$ cat src/rtl/baw_round_sequencer.sv
// Turn/round sequencer for the black-and-white tile game: P1 and P2 submit, then compare, then score.
// Latency: a button edge takes effect one cycle after it is registered; the comparator result is sampled one cycle after cmp_start.
// No backpressure: edges not usable in the current state are dropped. TURN_TIMEOUT_EN adds an auto-submit turn timer.
module baw_round_sequencer #(
    parameter int NUM_TILES      = 9,
    parameter int WIN_TARGET     = 5,
    parameter int TIMEOUT_CYCLES = 1000
) (
    input  logic                 clk,
    input  logic                 resetn,
    input  logic                 btn_start,
    input  logic                 btn_p1,
    input  logic                 btn_p2,
    input  logic                 btn_confirm,
    input  logic                 btn_restart,
    input  logic [NUM_TILES-1:0] tile_sw,
    input  logic [1:0]           matchresult,
    output logic [2:0]           state,
    output logic [3:0]           p1_handcard,
    output logic [3:0]           p2_handcard,
    output logic                 cmp_start,
    output logic                 scoreupdate_pulse,
    output logic [3:0]           round,
    output logic [3:0]           win,
    output logic [3:0]           lose,
    output logic                 fin,
    output logic                 err
);

    typedef enum logic [2:0] {
        S_IDLE  = 3'd0,
        S_READY = 3'd1,
        S_P1    = 3'd2,
        S_P2    = 3'd3,
        S_CMP   = 3'd4,
        S_RES   = 3'd5,
        S_OVER  = 3'd6
    } state_t;

    state_t st, st_nxt;

    // bit order: {restart, confirm, p1, p2, start}
    logic [4:0] btn_r, btn_d, edg;
    logic ev_restart, ev_confirm, ev_p1, ev_p2, ev_start;

    logic                 cmp_phase, cmp_phase_nxt;
    logic [NUM_TILES-1:0] p1_used, p2_used, p1_used_nxt, p2_used_nxt;
    logic                 p1_sub, p2_sub, p1_sub_nxt, p2_sub_nxt;
    logic [3:0]           p1_hand_nxt, p2_hand_nxt;
    logic [3:0]           round_nxt, win_nxt, lose_nxt;

    logic [NUM_TILES-1:0] cur_used, sub_mask;
    logic [3:0]           sel_idx, sub_idx;
    logic                 sel_onehot, accept, do_sub;

    assign edg        = btn_r & ~btn_d;
    assign ev_restart = edg[4];
    assign ev_confirm = edg[3] & ~edg[4];
    assign ev_p1      = edg[2] & ~|edg[4:3];
    assign ev_p2      = edg[1] & ~|edg[4:2];
    assign ev_start   = edg[0] & ~|edg[4:1];

    assign state = st;
    assign fin   = (win == 4'(WIN_TARGET)) | (lose == 4'(WIN_TARGET)) | (round == 4'(NUM_TILES));

    assign cur_used   = (st == S_P2) ? p2_used : p1_used;
    assign sel_onehot = (tile_sw != '0) && ((tile_sw & (tile_sw - NUM_TILES'(1))) == '0);
    assign accept     = sel_onehot && ((tile_sw & cur_used) == '0);

    always_comb begin
        sel_idx = '0;
        for (int i = 0; i < NUM_TILES; i++) begin
            if (tile_sw[i]) sel_idx = 4'(i);
        end
    end

`ifdef TURN_TIMEOUT_EN
    localparam int TW = (TIMEOUT_CYCLES > 1) ? $clog2(TIMEOUT_CYCLES) : 1;
    logic [TW-1:0]  tmo_cnt;
    logic           tmo_hit, low_vld;
    logic [3:0]     low_idx;

    assign tmo_hit = (tmo_cnt == TW'(TIMEOUT_CYCLES - 1));

    always_comb begin
        low_idx = '0;
        low_vld = 1'b0;
        for (int i = NUM_TILES - 1; i >= 0; i--) begin
            if (!cur_used[i]) begin
                low_idx = 4'(i);
                low_vld = 1'b1;
            end
        end
    end

    // Reloads on entry to a turn, saturates at expiry until a submission leaves the turn.
    always_ff @(posedge clk or negedge resetn) begin
        if (!resetn)                                        tmo_cnt <= '0;
        else if ((st == S_P1 || st == S_P2) && st_nxt == st) tmo_cnt <= tmo_hit ? tmo_cnt : tmo_cnt + TW'(1);
        else                                                tmo_cnt <= '0;
    end
`endif

    always_comb begin
        st_nxt            = st;
        cmp_phase_nxt     = 1'b0;
        p1_used_nxt       = p1_used;
        p2_used_nxt       = p2_used;
        p1_sub_nxt        = p1_sub;
        p2_sub_nxt        = p2_sub;
        p1_hand_nxt       = p1_handcard;
        p2_hand_nxt       = p2_handcard;
        round_nxt         = round;
        win_nxt           = win;
        lose_nxt          = lose;
        cmp_start         = 1'b0;
        scoreupdate_pulse = 1'b0;
        err               = 1'b0;
        do_sub            = 1'b0;
        sub_idx           = sel_idx;
        sub_mask          = tile_sw;
        if (ev_restart) begin
            st_nxt      = S_IDLE;
            p1_used_nxt = '0;
            p2_used_nxt = '0;
            p1_sub_nxt  = 1'b0;
            p2_sub_nxt  = 1'b0;
            p1_hand_nxt = '0;
            p2_hand_nxt = '0;
            round_nxt   = '0;
            win_nxt     = '0;
            lose_nxt    = '0;
        end else begin
            case (st)
                S_IDLE: if (ev_start) st_nxt = S_READY;
                S_READY: begin
                    if (ev_p1 && !p1_sub)      st_nxt = S_P1;
                    else if (ev_p2 && !p2_sub) st_nxt = S_P2;
                end
                S_P1, S_P2: begin
                    if (ev_confirm) begin
                        if (accept) do_sub = 1'b1;
                        else        err    = 1'b1;
                    end
`ifdef TURN_TIMEOUT_EN
                    else if (tmo_hit && low_vld) begin
                        do_sub   = 1'b1;
                        sub_idx  = low_idx;
                        sub_mask = NUM_TILES'(1) << low_idx;
                    end
`endif
                    if (do_sub) begin
                        if (st == S_P1) begin
                            p1_hand_nxt = sub_idx;
                            p1_used_nxt = p1_used | sub_mask;
                            p1_sub_nxt  = 1'b1;
                            st_nxt      = p2_sub ? S_CMP : S_READY;
                        end else begin
                            p2_hand_nxt = sub_idx;
                            p2_used_nxt = p2_used | sub_mask;
                            p2_sub_nxt  = 1'b1;
                            st_nxt      = p1_sub ? S_CMP : S_READY;
                        end
                    end
                end
                S_CMP: begin
                    if (!cmp_phase) begin
                        cmp_start     = 1'b1;
                        cmp_phase_nxt = 1'b1;
                    end else begin
                        st_nxt = S_RES;
                        if (matchresult == 2'b11) begin
                            err = 1'b1;
                        end else if (!fin) begin
                            round_nxt         = round + 4'd1;
                            scoreupdate_pulse = 1'b1;
                            if (matchresult == 2'b01) win_nxt  = win + 4'd1;
                            if (matchresult == 2'b10) lose_nxt = lose + 4'd1;
                        end
                    end
                end
                S_RES: begin
                    if (ev_confirm) begin
                        st_nxt     = fin ? S_OVER : S_READY;
                        p1_sub_nxt = 1'b0;
                        p2_sub_nxt = 1'b0;
                    end
                end
                S_OVER:  st_nxt = S_OVER;
                default: st_nxt = S_IDLE;
            endcase
        end
    end

    always_ff @(posedge clk or negedge resetn) begin
        if (!resetn) st <= S_IDLE;
        else         st <= st_nxt;
    end

    always_ff @(posedge clk or negedge resetn) begin
        if (!resetn) begin
            btn_r       <= '0;
            btn_d       <= '0;
            cmp_phase   <= 1'b0;
            p1_used     <= '0;
            p2_used     <= '0;
            p1_sub      <= 1'b0;
            p2_sub      <= 1'b0;
            p1_handcard <= '0;
            p2_handcard <= '0;
            round       <= '0;
            win         <= '0;
            lose        <= '0;
        end else begin
            btn_r       <= {btn_restart, btn_confirm, btn_p1, btn_p2, btn_start};
            btn_d       <= btn_r;
            cmp_phase   <= cmp_phase_nxt;
            p1_used     <= p1_used_nxt;
            p2_used     <= p2_used_nxt;
            p1_sub      <= p1_sub_nxt;
            p2_sub      <= p2_sub_nxt;
            p1_handcard <= p1_hand_nxt;
            p2_handcard <= p2_hand_nxt;
            round       <= round_nxt;
            win         <= win_nxt;
            lose        <= lose_nxt;
        end
    end

endmodule

$ cat config.mk
export PLATFORM = sky130hd
export DESIGN_NAME = baw_round_sequencer
export DESIGN_NICKNAME = d
export VERILOG_FILES = /design/src/rtl/baw_round_sequencer.sv
export SDC_FILE = /design/constraint.sdc
export NUM_CORES = 1
export LEC_CHECK = 0
export BUFFER_PORTS_ARGS = -buffer_cell sky130_fd_sc_hd__buf_4
export CELL_PAD_IN_SITES_DETAIL_PLACEMENT = 2
export CELL_PAD_IN_SITES_GLOBAL_PLACEMENT = 2
export CORE_UTILIZATION = 32
export DETAILED_ROUTE_END_ITERATION = 8
export PLACE_DENSITY = 0.85
export SYNTH_ARGS = -nofsm -noshare
export SYNTH_HDL_FRONTEND = slang
export SYNTH_SLANG_ARGS = --single-unit
$ cat constraint.sdc
create_clock -name clk -period 2.6 [get_ports clk]
set_clock_uncertainty 0.2 [all_clocks]
set_input_delay 0.26 -clock clk [delete_from_list [all_inputs] [get_ports clk]]
set_output_delay 0.26 -clock clk [all_outputs]
set_load 0.03 [all_outputs]
After elaboration in Yosys (flattened, before gate mapping)
Index checks and enable logic that the tools add are counted.

Output and inout port bits: 27. Bits in latches: 0. Flip-flop bits (word level): 54. Word-level logic and storage cells: 166. ROM bits: 0. Memories: 0. Bits of input ports: 18. RAM bits: 0.

Shift-type cells: 0. Div/mod/pow operators: 0. Multiplexer cells: 81. $lt $le $gt $ge: 0. Bitwise gates (word level): 13. Reduce and logical (&&, ||, !) cells: 33. Equal/unequal tests: 22. $add $sub $neg: 4. Multipliers: 0.

Operators with widths (number): 4-bit 2-to-1 mux (30); 9-bit 2-to-1 mux (9); 3-bit 2-to-1 mux (11); 1-bit 2-to-1 mux (25); 9-bit bitwise AND (2); 9-bit zero test (2); 3-bit != test (second input constant) (6); 9-bit OR (2); 3-bit one-hot mux with 6 select lines (1); 5-bit AND reduction (3); 2-bit nonzero test (7); 4-bit by 1-bit adder with 4-bit output (second input constant) (3); 4-bit AND reduction (3); 3-bit == test (second input constant) (3); 9-bit nonzero test (1); 9-bit by 1-bit subtractor with 9-bit output (second input constant) (1); 4-bit by 3-bit == test with 1-bit output (second input constant) (2); 3-bit by 2-bit == test with 1-bit output (second input constant) (2); 1-bit one-hot mux with 2 select lines (3); 3-bit AND reduction (2); 5-bit bitwise AND (1); 1-bit zero test (5); 5-bit NOT (1); 1-bit bitwise AND (4); other kinds (16) (24).

Longest topological paths before layout
Gate-level depths: netlist (run 1).

Word-level depth: 12. Mapped depth: 9. Mapped depth without buffers: 9.

Worst setup path after synthesis (run 1)
OpenSTA, ideal clock, no wires.

Path type: flip-flop to flip-flop. Start point: register st[1] (netlist: state[1]). End point: register st[0] (netlist: state[0]). Arrival time: 2.504 ns. Required time: 2.331 ns. Slack: -0.173 ns. Path buffers: 1. Setup time: 0.069 ns. Period minus slack after synthesis: 2.773 ns. Cell stages (with the launch flop): 9. Cells stage by stage: dfrtp_1 > and3b_1 > buf_6 > mux2_4 > a22oi_2 > o211ai_4 > o311a_1 > or4_1 > nand3_1.

Cells in the longest elaborated chain, start to end: 11. Elaborated cells on any way between the ends: 26. Those cells by class: eq/ne (11); mux (9); bitwise (1); reduce/logical (5).

RTL lines: start, declared (line 40) `state_t st, st_nxt;`; start signal, assigned (line 197) `else st <= st_nxt;`; 3-bit by 2-bit == test with 1-bit output (line 66, 134); 9-bit 2-to-1 mux (line 66) `assign cur_used = (st == S_P2) ? p2_used : p1_used;`; 9-bit bitwise AND (line 68) `assign accept = sel_onehot && ((tile_sw & cur_used) == '0);`; 9-bit zero test (line 68); 1-bit logical AND (line 68); 1-bit 2-to-1 mux (line 142) `if (accept) do_sub = 1'b1;`; 1-bit 2-to-1 mux (line 141) `if (ev_confirm) begin`; 1-bit 2-to-1 mux (line 134) `case (st)`; 1-bit 2-to-1 mux (line 122) `if (ev_restart) begin`; 3-bit != test (no line); 5-bit AND reduction (no line).

Several ways; a longest one is shown, not always the timed one. The select of a mux whose other input is x is not followed. A chain may end at the register's enable or synchronous reset.

Worst setup path in the final report (run 1)
Start point: register st[2] (netlist: state[2]). End point: register p1_used[1].

Cells in the longest elaborated chain, start to end: 11. Elaborated cells on any way between the ends: 15. Those cells by class: eq/ne (2); mux (5); bitwise (1); reduce/logical (7).

RTL lines: 3-bit by 2-bit == test with 1-bit output (line 66, 134); 9-bit 2-to-1 mux (line 66); 9-bit bitwise AND (line 68); 9-bit zero test (line 68); 1-bit logical AND (line 68); 1-bit 2-to-1 mux (line 142); 1-bit 2-to-1 mux (line 141); 1-bit 2-to-1 mux (line 134); 1-bit 2-to-1 mux (line 122); 2-bit nonzero test (no line); 3-bit AND reduction (no line) (*); end signal, assigned (line 218) `p1_used <= p1_used_nxt;`; end, declared (line 47) `logic [NUM_TILES-1:0] p1_used, p2_used, p1_used_nxt, p2_used_nxt;`.

Every way passes the cells marked *; elsewhere a longest branch is shown, timed or not. The select of a mux whose other input is x is not followed.

==> results of run 1 <==
-- cell usage in the layout, fill, tap and decap left out, drive strengths merged, types with 2 or more instances in the layout --
cell         count
a22oi            3
nor2            33
nand3b           3
nand3           11
nor3b            4
mux2             9
o22ai            3
nor2b            3
and3             2
a21oi           17
a31oi            2
o21ai           17
dlygate4sd3      6
nand2           35
nor3             3
inv              9
nand2b           4
dfrtp           54
xnor2            4
clkbuf           8
ha               6
o31ai            3
buf             66
a211oi           3
nand4            4
nor4             5
a22o             2
xor2             6
mux2i            5
-- through the flow --
stage	instances	area, um2
after floorplan	279	2760
after global placement	428	3280
after detailed placement	428	3280
after CTS	444	3550
after global routing	448	3720
final	448	3720
-- flip-flops by register name, summed over array words and instances (netlist names) --
register / count
p1_used: 9
p2_handcard: 4
round: 4
p1_handcard: 4
state: 3
lose: 4
p2_sub: 1
p2_used: 9
btn_d: 5
btn_r: 5
win: 4
cmp_phase: 1
p1_sub: 1
-- layout make-up --
class / count / area (um2) / share of cell area (%)
flip-flops and latches: 54 / 1360 / 36.4
clock inverters: 1 / 30.0 / 0.806
inverters: 9 / 33.8 / 0.907
well taps: 105 / 131 / 3.53
repair buffers: 73 / 634 / 17.0
multi-input cells: 199 / 1450 / 39.0
clock buffers: 7 / 86.3 / 2.32
-- logic make-up (layout without fill, tap and decap cells) --
logic type               count (synthesis)  in the layout  synth area share (%)
XOR/XNOR                                10             10                  3.18
adder cells (fa/ha/maj)                  6              6                  2.73
buffers and inverters                   26             90                  4.23
AO/OA/AOI/OAI                           57             57                  14.1
multiplexers                            14             14                  5.91
AND/OR/NAND/NOR                        112            112                  20.7
flip-flops                              54             54                  49.1
-- worst register-to-register path: stages, from the launching register on --
cell and delay [ns]:
dfrtp_2 0.44, and3b_2 0.32, clkbuf_16 0.17, mux2_4 0.31
o21ai_2 0.19, nand4_4 0.13, buf_6 0.15, buf_4 0.14
nor4_4 0.25, buf_4 0.21, buf_8 0.15, a21oi_2 0.07
nor2_1 0.14
-- report_power, final --
part | leakage, nW | switching (W) | internal (W) | total (W)
Sequential | 0.723 | 0.0000410 | 0.000882 | 0.000923
Clock | 0.0585 | 0.000288 | 0.000315 | 0.000603
Combinational | 0.909 | 0.000469 | 0.000298 | 0.000767
-- layer usage --
layer | global-route usage [%] | vias to the layer above
met2 | 34.2 | 60
met1 | 28.4 | 1297
met3 | 3.30 | 13
met5 | 0 | -
li1 | - | 1089
met4 | 4.67 | 0
-- path summary, 6_finish.rpt --
check	from	endpoint	slack (ns)	depth (start not counted)
min in group asynchronous	resetn	p1_used[7]$_DFFE_PN0P_	0.33	2
max	state[2]$_DFFE_PN0P_	p1_used[1]$_DFFE_PN0P_	-0.35	12
min reg2reg	btn_r[1]$_DFF_PN0_	btn_d[1]$_DFF_PN0_	0.18	0
max in group asynchronous	resetn	state[0]$_DFFE_PN0P_	1.36	2
max reg2reg	state[2]$_DFFE_PN0P_	p1_used[1]$_DFFE_PN0P_	-0.35	12
min	tile_sw[0]	p2_used[0]$_DFFE_PN0P_	0.05	3
-- timing repair --
action,in CTS,in global routing
hold buffers,6,0
pin swaps,3,27
gates resized for setup,18,32
hold endpoints to repair,59,0
setup buffers,1,3
endpoints found under the setup margin,30,33
cloned,1,1
==> impl_metrics.env, run 1 <==
export IMPL_run_status="finished with violations"
export IMPL_violations="negative setup slack"
export IMPL_fin_crit_sh_pct=114
export IMPL_max_cap_viol_count=0
export IMPL_synth_commonest_cells="dfrtp_1 (54), nand2_1 (35), nor2_1 (33), a21oi_1 (16)"
export IMPL_rsz0062_at_grt="yes"
export IMPL_critPathArrivalTime_ns=2.99
export IMPL_clkTransAtPathRegs_ns=0.10
export IMPL_num_rows=33
export IMPL_start_util_pct=33.3
export IMPL_clkLatencyLatePin_ns=0.32
export IMPL_dr_wl_met3_um=300
export IMPL_min_period_ns=2.95
export IMPL_syn_mean_instance_area_um2=9.86
export IMPL_viasPerCell=5.49
export IMPL_synth_edf_count=0
export IMPL_yosysMostFrequentCell="dfrtp_1"
export IMPL_grtUsageTotal_pct=20.7
export IMPL_dieArea_um2=8970
export IMPL_synth_async_reset_ratio_pct=100
export IMPL_yosysSeqAreaShare_pct=49.1
export IMPL_cp_common_cell="buf_4"
export IMPL_power_leakage_nw=1.69
export IMPL_synth_nets=303
export IMPL_p_total_w=0.00229
export IMPL_port_buffers=44
export IMPL_synthCells=279
export IMPL_pin_count=45
export IMPL_max_slew_margin_rel_pct=51.6
export IMPL_synth_distinct_cells=51
export IMPL_synth_top_cell_area_share_pct=49.1
export IMPL_slew_viol_final=0
export IMPL_fillers=884
export IMPL_crit_fanout=7
export IMPL_overflow=0
export IMPL_slowest_stage="dfrtp_2"
export IMPL_syn_area_um2=2750
export IMPL_met1_length_mm=4.38
export IMPL_end_kind="flip-flop"
export IMPL_synth_ff_type="dfrtp_1"
export IMPL_netlist_top_cells_area="dfrtp_1 (49%), nand2_1 (4.8%), nor2_1 (4.5%)"
export IMPL_drive_above_1_share_pct=37.6
export IMPL_fp_dieW_um=94.7
export IMPL_htreeDepth=2
export IMPL_ys_warn_count=0
export IMPL_ant_nets=0
export IMPL_numClockSinks=54
export IMPL_worst_slew_pin_transition_ns=0.721
export IMPL_wl_per_cell_um=22.6
export IMPL_gp_congestion=0.785
export IMPL_critPathLaunchType="flip-flop"
export IMPL_tritoncts="yes"
export IMPL_setup_viol=30
export IMPL_cts_root_buffer="clkbuf_8"
export IMPL_fin_util_pct=45.1
export IMPL_max_freq_mhz=339
export IMPL_final_hold_viol_count=0
export IMPL_die_h_um=94.7
export IMPL_cts_buffer_depth=2
export IMPL_post_place_ws_ns=-0.0988
export IMPL_grt_pass1_wl_mm=14.0
export IMPL_whs_ns=0.0458
export IMPL_nets=366
export IMPL_remaining_drc_errors=0
export IMPL_numCtsBuffers=5
export IMPL_routed_wl_mm=10.1
export IMPL_area_growth_pct=35.4
export IMPL_antenna_cells=0
export IMPL_crit_type="flip-flop to flip-flop"
export IMPL_worstPathRequired_ns=2.63
export IMPL_synth_top_area_cell="dfrtp_1"
export IMPL_grt_pass1_vias=2481
export IMPL_top_layer_used="met4"
export IMPL_antenna_found_initial=0
export IMPL_synth_seq_cells=54
export IMPL_fin_ws_ns=-0.353
export IMPL_worstHoldPathType="input pin to flip-flop"
export IMPL_met2_length_mm=5.27
export IMPL_max_vdd_ir_drop_mv=0.219
export IMPL_cpPeakStageDelay_ns=0.44
export IMPL_fin_tns_setup_ns=-6.06
export IMPL_coreArea_um2=8260
export IMPL_grt_max_degree=55
export IMPL_crit_buf_inv=5
export IMPL_p_per_area_nw_per_um2=615
export IMPL_via_count=2459
export IMPL_path_cells="and3b_2, clkbuf_16, mux2_4, o21ai_2, nand4_4, buf_6, buf_4, nor4_4, buf_4, buf_8, a21oi_2, nor2_1"
export IMPL_post_dp_hpwl_mm=5.66
export IMPL_drtPass1Iterations=5
export IMPL_drtIter0Drc=102
export IMPL_crit_family="simple AND/OR/NAND/NOR gates"
(Power assumes the default switching activity.)
==> inputs of run 2 (changes only) <==
--- a/config.mk
+++ b/config.mk
@@ -8,9 +8,11 @@
 export BUFFER_PORTS_ARGS = -buffer_cell sky130_fd_sc_hd__buf_4
 export CELL_PAD_IN_SITES_DETAIL_PLACEMENT = 2
 export CELL_PAD_IN_SITES_GLOBAL_PLACEMENT = 2
+export CORE_ASPECT_RATIO = 0.75
 export CORE_UTILIZATION = 32
 export DETAILED_ROUTE_END_ITERATION = 8
 export PLACE_DENSITY = 0.85
+export REMOVE_ABC_BUFFERS = 1
 export SYNTH_ARGS = -nofsm -noshare
 export SYNTH_HDL_FRONTEND = slang
 export SYNTH_SLANG_ARGS = --single-unit
==> run 2 against run 1 <==
Against the previous run:
- the flow still finishes with violations (negative setup slack)
- sequential share of layout area up 0.90 points
- sequential power is 1% lower
- routed wire length grew 0.29%
- setup slack improved by 0.18 ns
- final cell count fell by 1.1%
- first-iteration DRC count rose by 21%
- core utilization shrank 0.32 points
- non-clock buffer count is 3 lower
- global-route usage rose by 2.5 points
- total power rose by 1.8%
==> impl_metrics.env, run 2 (synthesis results as in run 1) <==
export IMPL_drive_above_1_share_pct=32.0
export IMPL_startpoint="state[2]$_DFFE_PN0P_"
export IMPL_numClockSinks=54
export IMPL_nets=363
export IMPL_wl_per_cell_um=22.9
export IMPL_num_rows=28
export IMPL_critPathArrivalTime_ns=2.31
export IMPL_antenna_found_initial=0
export IMPL_tritoncts="yes"
export IMPL_worstHoldPathType="input pin to flip-flop"
export IMPL_fp_dieW_um=109
export IMPL_critPathLaunchType="flip-flop"
export IMPL_dieArea_um2=8970
export IMPL_final_cells=443
export IMPL_slowest_stage="dfrtp_1"
export IMPL_grtUsageTotal_pct=23.2
export IMPL_remaining_drc_errors=0
export IMPL_drtPass1Iterations=4
export IMPL_antenna_cells=0
export IMPL_dpl_cell_count=425
export IMPL_worstPathRequired_ns=2.14
export IMPL_fin_tns_setup_ns=-1.74
export IMPL_multiInputGateArea_um2=1390
export IMPL_whs_ns=0.0895
export IMPL_cts_root_buffer="clkbuf_16"
export IMPL_overflow=0
export IMPL_start_util_pct=34.0
export IMPL_grt_pass1_vias=2705
export IMPL_fin_crit_sh_pct=107
export IMPL_crit_end="err"
export IMPL_viasPerCell=5.53
export IMPL_gp_congestion=0.872
export IMPL_crit_fanout=10
export IMPL_coreArea_um2=8090
export IMPL_end_kind="output port"
export IMPL_drtIter0Drc=123
export IMPL_min_period_ns=2.77
export IMPL_regArea_um2=1350
export IMPL_worst_slew_pin_transition_ns=0.715
export IMPL_holdCritStartpoint="tile_sw[0]"
export IMPL_post_dp_hpwl_mm=5.98
export IMPL_path_cells="and3b_2, buf_12, mux2_2, a21oi_4, nand4_4, o21ai_4, a21oi_2, buf_6"
export IMPL_timing_rr_end="p1_used[7]$_DFFE_PN0P_"
export IMPL_routed_wl_mm=10.1
export IMPL_placed_area_um2=3250
export IMPL_max_freq_mhz=360
export IMPL_power_leakage_nw=1.68
export IMPL_area_growth_pct=31.8
export IMPL_final_cell_mix="buf_4 (57), dfrtp_1 (54), nand2_1 (35)"
export IMPL_slew_viol_final=0
export IMPL_final_common_cell="buf_4"
export IMPL_die_h_um=82.3
export IMPL_final_hold_viol_count=0
export IMPL_max_vdd_ir_drop_mv=0.265
export IMPL_via_count=2449
export IMPL_violations="negative setup slack"
export IMPL_clkTransAtPathRegs_ns=0.06
export IMPL_crit_type="flip-flop to output port"
export IMPL_p_per_area_nw_per_um2=644
export IMPL_stdcell_area_um2=3620
export IMPL_rsz0062_at_grt="yes"
export IMPL_run_status="finished with violations"
export IMPL_reg_top3="p1_used: 9 flops, p2_used: 9 flops"
export IMPL_numCtsBuffers=5
export IMPL_pin_count=45
export IMPL_worstReg2RegStart="state[2]$_DFFE_PN0P_"
export IMPL_grt_pass1_wl_mm=15.3
export IMPL_setup_viol=19
export IMPL_fin_ws_ns=-0.174
export IMPL_ant_nets=0
export IMPL_grt_max_degree=55
export IMPL_max_slew_margin_rel_pct=52.3
export IMPL_clkLatencyLatePin_ns=0.29
export IMPL_max_cap_viol_count=0
export IMPL_port_buffers=44
export IMPL_fillers=841
export IMPL_worst_r2r_path_depth=11
export IMPL_cts_buffer_depth=2
export IMPL_reg2reg_setup_slack_ns=-0.14
export IMPL_htreeDepth=2
export IMPL_cpPeakStageDelay_ns=0.40
export IMPL_p_total_w=0.00233
==> run 2: changes by cell type in the layout (fill, tap and decap cells not counted), sizes merged <==
cell    previous run  this run
buf               66        64
clkbuf             8         6
bufinv             1         0
==> run 2: worst min path at each step <==
stage                                   endpoint  cells past startpoint
after floorplan               btn_d[0]$_DFF_PN0_                      0
after global placement    p1_used[0]$_DFFE_PN0P_                      1
after detailed placement  p1_used[1]$_DFFE_PN0P_                      1
after CTS                 p2_used[0]$_DFFE_PN0P_                      3
after global routing      p2_used[0]$_DFFE_PN0P_                      3
final                     p2_used[0]$_DFFE_PN0P_                      3
==> run 2: metal layers <==
layer	global-route usage, %	vias up	wire length, um	part of all wire, %
li1	-	1080	-	-
met1	31.1	1302	4600	45
met2	39.3	50	5020	50
met3	2.75	17	279	2.8
met4	7.30	0	236	2.3
met5	0	-	0	0
==> run 2: stage by stage <==
step           setup slack [ns]  util [%]
6_report                 -0.174      44.8
4_1_cts                  -0.143      44.1
3_3_place_gp             0.0463      40.2
2_1_floorplan            -0.514         -
3_5_place_dp            -0.0972      40.2
5_1_grt                  -0.234      44.8
==> run 2: layout make-up <==
cell class,count,area share [%]
Tap cell,105,3.63
Timing Repair Buffer,70,15.9
Multi-Input combinational cell,199,38.4
Clock buffer,6,3.83
Sequential cell,54,37.3
Inverter,9,0.932
==> run 2: power breakdown <==
part,internal (W),switching [W],leakage (nW)
Combinational,0.000285,0.000471,0.881
Clock,0.000373,0.000293,0.0688
Sequential,0.000878,0.0000334,0.727
==> run 2: worst max-delay path, delay by kind of cell, from the launching register on <==
family	cells	cell delay, ns
compound gates	3	0.50
buf+inv	2	0.31
simple gates	2	0.45
mux	1	0.37
flops	1	0.40
==> run 2: repair_timing <==
action,CTS,global route
buffers inserted,6,0
endpoints found under the hold margin,59,0
hold buffers,6,0
setup endpoints to repair,20,31
resized for setup,19,11
pin swaps,8,3
==> inputs of run 3 (changes only) <==
--- a/config.mk
+++ b/config.mk
@@ -9,6 +9,7 @@
 export CELL_PAD_IN_SITES_DETAIL_PLACEMENT = 2
 export CELL_PAD_IN_SITES_GLOBAL_PLACEMENT = 2
 export CORE_ASPECT_RATIO = 0.75
+export CORE_MARGIN = 2
 export CORE_UTILIZATION = 32
 export DETAILED_ROUTE_END_ITERATION = 8
 export PLACE_DENSITY = 0.85
==> run 3 against run 2 <==
Against the previous run:
- the run still ends with negative setup slack left
- critical path type unchanged
- via count decreased by 2.5%
- first-iteration DRC count down 15%
- largest power group unchanged
- highest routed layer unchanged
- sequential cell count stayed put
- global-route usage shrank 1.4 points
- worst hold slack lost 0.018 ns
==> impl_metrics.env, run 3 (synthesis results as in run 1) <==
export IMPL_die_h_um=84.3
export IMPL_rsz0062_at_grt="yes"
export IMPL_pwr_share_comb_pct=32.2
export IMPL_max_slew_margin_rel_pct=51.3
export IMPL_worst_slew_pin_transition_ns=0.731
export IMPL_post_dp_hpwl_mm=6.06
export IMPL_placed_area_um2=3270
export IMPL_crit_type="flip-flop to output port"
export IMPL_coreArea_um2=8420
export IMPL_ant_nets=0
export IMPL_critPathArrivalTime_ns=2.31
export IMPL_clkLatencyLatePin_ns=0.29
export IMPL_final_hold_viol_count=0
export IMPL_drive_above_1_share_pct=36.2
export IMPL_critPathLaunchType="flip-flop"
export IMPL_antenna_cells=0
export IMPL_final_cells=448
export IMPL_grt_pass1_wl_mm=16.0
export IMPL_grt_max_degree=55
export IMPL_port_buffers=44
export IMPL_wl_per_cell_um=21.7
export IMPL_nets=365
export IMPL_path_cells="and3b_2, buf_6, mux2_4, a22oi_2, nand4_4, buf_6, o21ai_4, a21oi_2, buf_6"
export IMPL_seqPwrFrac_pct=39.1
export IMPL_final_common_cell="buf_4"
export IMPL_p_per_area_nw_per_um2=630
export IMPL_overflow=0
export IMPL_htreeDepth=2
export IMPL_grtUsageTotal_pct=21.8
export IMPL_area_growth_pct=34.1
export IMPL_fin_ws_ns=-0.168
export IMPL_numCtsBuffers=5
export IMPL_regArea_um2=1350
export IMPL_antenna_found_initial=0
export IMPL_worstHoldPathType="input pin to flip-flop"
export IMPL_worstPathRequired_ns=2.14
export IMPL_fp_dieW_um=111
export IMPL_fillers=905
export IMPL_max_vdd_ir_drop_mv=0.326
export IMPL_via_count=2387
export IMPL_stdcell_area_um2=3690
export IMPL_max_freq_mhz=361
export IMPL_crit_fanout=5
export IMPL_clkTransAtPathRegs_ns=0.07
export IMPL_slowest_stage="dfrtp_1"
export IMPL_remaining_drc_errors=0
export IMPL_pwr_share_clk_pct=28.7
export IMPL_slew_viol_final=0
export IMPL_swShare_pct=33.7
export IMPL_max_cap_viol_count=0
export IMPL_cpPeakStageDelay_ns=0.38
export IMPL_final_cell_mix="buf_4 (59), dfrtp_1 (54), nand2_1 (35)"
export IMPL_power_internal_w=0.00154
export IMPL_routed_wl_mm=9.74
export IMPL_dieArea_um2=9360
export IMPL_grt_pass1_vias=2733
export IMPL_num_rows=29
export IMPL_start_util_pct=32.7
export IMPL_cts_buffer_depth=2
export IMPL_viasPerCell=5.33
export IMPL_cts_root_buffer="clkbuf_16"
export IMPL_cp_common_cell="buf_6"
export IMPL_power_leakage_nw=1.70
export IMPL_reg_top3="p1_used: 9 flops, p2_used: 9 flops"
export IMPL_dpl_cell_count=430
export IMPL_power_switching_w=0.000784
export IMPL_drtIter0Drc=105
export IMPL_min_period_ns=2.77
export IMPL_setup_viol=16
export IMPL_multiInputGateArea_um2=1450
export IMPL_end_kind="output port"
export IMPL_numClockSinks=54
export IMPL_pin_count=45
export IMPL_gp_congestion=0.814
export IMPL_tritoncts="yes"
export IMPL_run_status="finished with violations"
export IMPL_whs_ns=0.0710
export IMPL_violations="negative setup slack"
export IMPL_drtPass1Iterations=4
export IMPL_fin_crit_sh_pct=106
==> run 3: cell count changes in the layout (fill, tap and decap cells not counted), moves of 2 or more <==
cell / before / now
buf_4: 57 / 59
mux2_2: 4 / 2
o21ai_0: 4 / 2
nor3b_2: 1 / 3
nand3_1: 10 / 8
o21ai_1: 4 / 6
a21oi_1: 15 / 8
mux2_4: 4 / 7
a21oi_2: 1 / 8
nand3_2: 0 / 3
==> run 3: path summary, 6_finish.rpt <==
check | from | end | slack [ns] | cells past startpoint
worst max-delay path | state[2]$_DFFE_PN0P_ | err | -0.17 | 9
min in group asynchronous | resetn | round[3]$_DFFE_PN0P_ | 0.37 | 2
worst min register to register | btn_r[0]$_DFF_PN0_ | btn_d[0]$_DFF_PN0_ | 0.18 | 0
max in group asynchronous | resetn | btn_d[2]$_DFF_PN0_ | 1.32 | 2
worst min-delay path | tile_sw[8] | p1_handcard[3]$_DFFE_PN0P_ | 0.07 | 3
worst max register to register | state[2]$_DFFE_PN0P_ | state[0]$_DFFE_PN0P_ | -0.14 | 8
==> run 3: power by group through the flow <==
stage                     clock network [W]  logic, W  registers [W]
after floorplan                           0  0.000257        0.00101
after global placement                    0  0.000590       0.000916
after detailed placement                  0  0.000635       0.000920
after CTS                          0.000681  0.000726       0.000904
after global routing               0.000711  0.000807       0.000913
final                              0.000668  0.000749       0.000909
==> run 3: per-stage QoR <==
stage          worst slack [ns]  power (W)  setup TNS, ns  utilization, %
3_3_place_gp          -0.000890    0.00151      -0.000890            38.8
6_report                 -0.168    0.00233          -1.17            43.8
2_1_floorplan            -0.514    0.00126         -11.36               -
5_1_grt                  -0.241    0.00243          -2.97            43.8
3_5_place_dp             -0.129    0.00155         -0.889            38.8
4_1_cts                  -0.193    0.00231          -1.04            42.7
==> run 3: layout make-up <==
class / instances / share of cell area (%)
repair buffers: 72 / 15.8
inverters: 9 / 0.916
multi-input cells: 199 / 39.2
flip-flops and latches: 54 / 36.6
clock buffers: 6 / 3.77
well taps: 108 / 3.66
==> run 3: timing repair <==
| item | CTS | global route |
|---|---|---|
| setup endpoints to repair | 15 | 37 |
| endpoints found under the hold margin | 59 | 0 |
| setup buffers | 4 | 3 |
| gates resized for setup | 19 | 27 |
| cloned | 1 | 0 |
| pin swaps | 10 | 20 |
| hold buffers | 6 | 0 |
==> run 3: routing by layer <==
layer | routed length [um] | part of all wire [%] | up-vias | track usage, %
li1 | - | - | 1085 | -
met1 | 4430 | 45 | 1252 | 28.4
met2 | 4910 | 50 | 33 | 38.4
met3 | 217 | 2.2 | 17 | 3.47
met4 | 179 | 1.8 | 0 | 5.72
met5 | 0 | 0 | - | 0
==> run 3: worst max-delay path: cells and delay by family (launching register included) <==
| kind | cells | cell delay [ns] |
|---|---|---|
| muxes | 1 | 0.31 |
| AOI/OAI and AO/OA | 3 | 0.46 |
| buffers and inverters | 3 | 0.45 |
| and+or+nand+nor | 2 | 0.41 |
| DFF | 1 | 0.38 |
